$ cat src/rtl/bus_responder.sv
// Bus responder: runs one CPU bus command per M-cycle on the byte-wide memory bus (T1..T4 + wait states).
// Latency: 4 clk per M-cycle, plus 1 clk per wait state; m_end, din_valid and bus_err pulse in T4.
// Backpressure: mem_ready low in T3/WAIT stretches the M-cycle (stall=1); WAIT_MAX waits then abort with open-bus data.
//
// Ports:
//   clk, rst                  clock, synchronous active-high reset
//   bus_opcode, addr, dout    command, address and write data from the control unit (sampled in T1)
//   next_opcode, din          last byte fetched by IF / read by READ (updated entering T4)
//   din_valid, m_end, bus_err T4 pulses: READ data valid, M-cycle end, timed-out cycle
//   stall                     high while in wait states
//   mem_addr, mem_wdata       external address / write data, held from T2 until the next T2
//   mem_rd, mem_wr            external strobes, T2 through the ready-accept clk
//   mem_rdata, mem_ready      external read data and acknowledge (sampled only in T3/WAIT)

package cpu_pkg;
  typedef enum logic [1:0] {
    BUS_IDLE  = 2'd0,
    BUS_IF    = 2'd1,
    BUS_READ  = 2'd2,
    BUS_WRITE = 2'd3
  } bus_opcode_t;
endpackage

module bus_responder
  import cpu_pkg::*;
#(
  parameter int         T_PER_M  = 4,
  parameter int         WAIT_MAX = 15,
  parameter logic [7:0] OPEN_BUS = 8'hFF
) (
  input  logic              clk,
  input  logic              rst,
  input  bus_opcode_t       bus_opcode,
  input  logic [15:0]       addr,
  input  logic [7:0]        dout,
  output logic [7:0]        next_opcode,
  output logic [7:0]        din,
  output logic              din_valid,
  output logic              m_end,
  output logic              stall,
  output logic              bus_err,
  output logic [15:0]       mem_addr,
  output logic [7:0]        mem_wdata,
  output logic              mem_rd,
  output logic              mem_wr,
  input  logic [7:0]        mem_rdata,
  input  logic              mem_ready
);

  // The T-state sequence is hard-wired; refuse any other configuration at elaboration.
  if (T_PER_M != 4 || WAIT_MAX < 1 || WAIT_MAX > 255) begin : g_bad_params
    $error("bus_responder: T_PER_M must be 4 and WAIT_MAX must be 1..255");
  end

  typedef enum logic [2:0] {
    S_T1   = 3'd0,
    S_T2   = 3'd1,
    S_T3   = 3'd2,
    S_WAIT = 3'd3,
    S_T4   = 3'd4
  } state_t;

  localparam logic [7:0] WAIT_LAST = 8'(WAIT_MAX);

  state_t      state;
  bus_opcode_t cmd_q;
  logic [7:0]  wait_cnt;

  // Completion decision for the T3/WAIT clk: whether this edge leaves for T4,
  // whether it is a timeout, and which byte gets delivered.
  logic       done;
  logic       timeout;
  logic [7:0] cap_dat;

  always_comb begin
    done    = 1'b0;
    timeout = 1'b0;
    cap_dat = mem_rdata;
    case (state)
      S_T3: begin
        // IDLE never waits: the bus is not being used, so ready is irrelevant.
        done = (cmd_q == BUS_IDLE) || mem_ready;
      end
      S_WAIT: begin
        if (mem_ready) begin
          done = 1'b1;
        end else if (wait_cnt == WAIT_LAST) begin
          done    = 1'b1;
          timeout = 1'b1;
          cap_dat = OPEN_BUS;
        end
      end
      default: begin
        done = 1'b0;
      end
    endcase
  end

  // Single registered FSM. All outputs are registers so they change only on
  // clk edges; T4 pulses are set on the edge that enters T4, so din/next_opcode
  // already carry the new byte while din_valid/m_end are high.
  always_ff @(posedge clk) begin
    if (rst) begin
      state       <= S_T1;
      cmd_q       <= BUS_IDLE;
      wait_cnt    <= 8'd0;
      next_opcode <= 8'h00;
      din         <= 8'h00;
      din_valid   <= 1'b0;
      m_end       <= 1'b0;
      stall       <= 1'b0;
      bus_err     <= 1'b0;
      mem_addr    <= 16'h0000;
      mem_wdata   <= 8'h00;
      mem_rd      <= 1'b0;
      mem_wr      <= 1'b0;
    end else begin
      din_valid <= 1'b0;
      m_end     <= 1'b0;
      bus_err   <= 1'b0;

      case (state)
        S_T1: begin
          // Command, address and data are taken here only; later changes on
          // the CPU side cannot disturb a running M-cycle. Loading the bus
          // registers now makes them visible from T2 onwards.
          cmd_q     <= bus_opcode;
          mem_addr  <= addr;
          mem_wdata <= dout;
          mem_rd    <= (bus_opcode == BUS_IF) || (bus_opcode == BUS_READ);
          mem_wr    <= (bus_opcode == BUS_WRITE);
          wait_cnt  <= 8'd0;
          state     <= S_T2;
        end

        S_T2: begin
          state <= S_T3;
        end

        S_T3, S_WAIT: begin
          if (done) begin
            state    <= S_T4;
            mem_rd   <= 1'b0;
            mem_wr   <= 1'b0;
            stall    <= 1'b0;
            m_end    <= 1'b1;
            bus_err  <= timeout;
            wait_cnt <= 8'd0;
            case (cmd_q)
              BUS_IF:   next_opcode <= cap_dat;
              BUS_READ: begin
                din       <= cap_dat;
                din_valid <= 1'b1;
              end
              default: begin
                // WRITE/IDLE deliver no data; a timed-out WRITE only flags bus_err.
              end
            endcase
          end else if (state == S_T3) begin
            state    <= S_WAIT;
            stall    <= 1'b1;
            wait_cnt <= 8'd1;
          end else begin
            wait_cnt <= wait_cnt + 8'd1;
          end
        end

        S_T4: begin
          state <= S_T1;
        end

        default: begin
          state <= S_T1;
        end
      endcase
    end
  end

endmodule

$ cat config.mk
export PLATFORM = sky130hd
export DESIGN_NAME = bus_responder
export DESIGN_NICKNAME = d
export VERILOG_FILES = /design/src/rtl/bus_responder.sv
export SDC_FILE = /design/constraint.sdc
export NUM_CORES = 1
export LEC_CHECK = 0
export ABC_AREA = 0
export CAP_MARGIN = 20
export CORE_MARGIN = 5
export CORE_UTILIZATION = 44
export DETAILED_ROUTE_END_ITERATION = 8
export HOLD_SLACK_MARGIN = 0.1
export PLACE_DENSITY = 0.79
export SYNTH_ARGS = -nofsm -noshare
export SYNTH_HDL_FRONTEND = slang
export SYNTH_SLANG_ARGS = --single-unit
$ cat constraint.sdc
create_clock -name clk -period 2.3 [get_ports clk]
set_input_delay 0.23 -clock clk [delete_from_list [all_inputs] [get_ports clk]]
set_output_delay 0.23 -clock clk [all_outputs]
set_load 0.01 [all_outputs]
==> impl_metrics.py <==
metrics = {
    "clock_tree": {
        "cts_setup_buffers": 0,
        "cts_tree": "built",
        "clock_latency_ps": 330,
        "cts_root_buffer": "clkbuf_8",
        "hold_buffers": 0,
        "cts_buffer_depth": 2,
        "cts_sinks": 59,
        "clk_pin_slew_ps": 70,
        "htreeDepth": 3,
        "numCtsBuffers": 9,
        "cts_resized": 0,
    },
    "yosys": {
        "synth_xor_area_share_pct": 0,
        "syn_area_um2": 2310,
        "synth.area.mux_share_pct": 0.434,
        "synth_edf_count": 0,
        "async_reset_ff_share_pct": 0,
        "syn_area_per_cell_um2": 9.09,
        "synth_top_family_by_area": "simple AND/OR/NAND/NOR gates",
        "synthCells": 254,
        "yosysWarnings": 0,
        "ys_ff_latch": 59,
        "synth_ff_type": "dfxtp_1",
        "ys_types": 37,
        "synth-simple-area-share_pct": 22.5,
        "synth_nets": 293,
        "synth_compound_area_share_pct": 21.2,
        "yosysSeqAreaShare_pct": 51.2,
        "yosys.area_share.adder_pct": 1.08,
    },
    "power": {
        "p_leak_nw": 1.23,
        "powerDensity_nw_per_um2": 889,
        "ir_drop_mv": 0.544,
    },
    "placed_design": {
        "hpwl_um": 4140,
        "portBuffers": 82,
        "gp_congestion": 0.792,
        "place_area_um2": 3170,
        "dp.cells": 392,
    },
    "worst_setup_path": {
        "critPathMaxFanout": 8,
        "critPathCaptureType": "register",
        "rr_endpoint": "next_opcode[7]",
        "crit_arrival_ps": 2280,
        "critPathRequiredTime_ps": 2580,
        "ff2ff_setup_slack_ps": 300,
        "r2r-start": "wait_cnt[0]",
        "worstSetupPathType": "register to register",
        "reg2regPathDepth": 5,
        "startpoint_type": "register",
    },
    "final_layout": {
        "multi_input_comb_area_um2": 1050,
        "syn_to_final_growth_pct": 46.5,
        "layout_common_cells": "clkdlybuf4s50_1, nand2_1, dfxtp_1",
        "fillers": 434,
        "regArea_um2": 1180,
        "n_antenna_cell": 0,
        "drive_gt1_share_pct": 11.0,
        "nets": 372,
        "fin_util_pct": 66.2,
        "layout_commonest_cell": "clkdlybuf4s50_1",
        "final_cells": 407,
        "final_area_um2": 3380,
    },
    "min_path": {
        "hold_start": "dout[3]",
        "holdPathStages": 3,
        "whs_endpoint": "mem_wdata[3]",
        "hold_class": "primary input to register",
    },
    "sta": {
        "fmax_mhz": 499,
        "min_period_ps": 2000,
        "finalHoldViolations": 0,
        "worstMarginPinSlew_ps": 535,
        "drv_slew": 0,
        "slew_headroom_pct": 64.2,
        "setup_viol": 0,
        "fin_crit_sh_pct": 87.0,
        "clock_skew_ps": 8.15,
        "fin_setup_tns_ps": 0,
        "rsz0062_at_grt": "false",
    },
    "status": {
        "status": "completed",
    },
    "floorplanning": {
        "die_area_um2": 6790,
        "rows": 26,
        "die_x_um": 82.4,
        "core_area_um2": 5110,
        "die_y_um": 82.4,
        "ios": 83,
        "start_util_pct": 45.2,
    },
    "route": {
        "drt_iter0_drc": 104,
        "remaining_drc_errors": 0,
        "num_vias": 2146,
        "viasPerCell": 5.27,
        "final_antenna_net_count": 0,
        "routed_wl_um": 5930,
        "wl_per_cell_um": 14.6,
        "dr.pass1.iters": 4,
    },
    "run": {
        "cap_violations": 0,
    },
    "global_routing": {
        "grt_max_degree": 29,
        "grt_overflow": 0,
        "grt_pass1_vias": 2131,
        "antenna_found_initial": 0,
        "grt_pass1_wl_um": 9530,
        "track_usage_pct": 18.6,
    },
}
-- cell usage after synthesis, types with 2 or more instances --
cell type  instances  area [um2]
nand2_1           61         229
o21ai_0            6        30.0
o221a_2           12         135
dfxtp_1           59        1180
buf_4              2        15.0
ha_1               2        25.0
a31oi_1            4        25.0
nor2_1             6        22.5
nor2b_1            3        18.8
nand3_1           10        50.1
nand2b_1           2        12.5
and3_1             3        18.8
a2111oi_0          2        17.5
o221a_1            4        45.0
nor3_1             3        15.0
clkbuf_1          14        52.6
or3_1              6        37.5
buf_2              2        10.0
a21oi_1           35         175
-- registers in the layout (all words and copies together), names as in the netlist --
| signal | count |
|---|---|
| next_opcode | 8 |
| mem_wdata | 8 |
| din | 8 |
| bus_err | 1 |
| mem_rd | 1 |
| m_end | 1 |
| stall | 1 |
| state | 3 |
| cmd_q | 2 |
| mem_addr | 16 |
| din_valid | 1 |
| mem_wr | 1 |
| wait_cnt | 8 |
-- metrics by stage --
stage	hold WS (ps)	setup slack (ps)	total power, W
global placement	440	341	0.00202
global route	442	73.7	0.00318
floorplan	366	630	0.00167
detailed placement	449	258	0.00204
CTS	430	300	0.00304
finish	442	298	0.00301
-- cells by family (layout without fill, tap and decap cells) --
| group | count (synthesis) | after routing |
|---|---|---|
| AO/OA/AOI/OAI | 68 | 68 |
| adder cells (fa/ha/maj) | 2 | 2 |
| buffers and inverters | 19 | 102 |
| multiplexers | 1 | 1 |
| AND/OR/NAND/NOR | 105 | 105 |
| flip-flops | 59 | 59 |
-- how the worst max path moves through the flow --
| stage | startpoint | cells past startpoint | to | slack (ps) |
|---|---|---|---|---|
| 6_report | wait_cnt[0] | 5 | next_opcode[7] | 300 |
| 5_1_grt | wait_cnt[0] | 5 | din[7] | 70 |
| 4_1_cts | wait_cnt[0] | 5 | next_opcode[7] | 300 |
| 3_5_place_dp | mem_ready | 5 | wait_cnt[5] | 260 |
| 3_3_place_gp | mem_ready | 5 | wait_cnt[5] | 340 |
| 2_1_floorplan | wait_cnt[0] | 6 | next_opcode[0] | 630 |
-- final cells by class --
cell class / count / share of cell area (%)
clock buffer: 14 / 5.40
clock inverter: 1 / 0.888
inverter: 1 / 0.111
multi-input combinational: 176 / 30.9
sequential: 59 / 34.9
tap: 70 / 2.59
timing repair buffer: 86 / 25.2
-- power breakdown --
part | switching, W | internal, W
Combinational | 0.000397 | 0.000375
Sequential | 0.0000961 | 0.00115
Clock | 0.000380 | 0.000614
-- per-layer routing --
| layer | part of all wire (%) | wire length (um) | up-vias | track usage (%) |
|---|---|---|---|---|
| met4 | 2.2 | 131 | 0 | 10.3 |
| met5 | 0 | 0 | - | 0 |
| met2 | 44 | 2640 | 86 | 29.0 |
| met3 | 12 | 728 | 12 | 9.44 |
| li1 | - | - | 1065 | - |
| met1 | 41 | 2430 | 983 | 20.4 |
-- worst max-delay path, stage by stage, from the launching register on --
cell	delay, ps
dfxtp_1	400
ha_1	250
and4b_1	410
a31oi_4	160
nor4b_4	470
o221a_2	260
No activity file was read; power rests on OpenSTA's default activity.
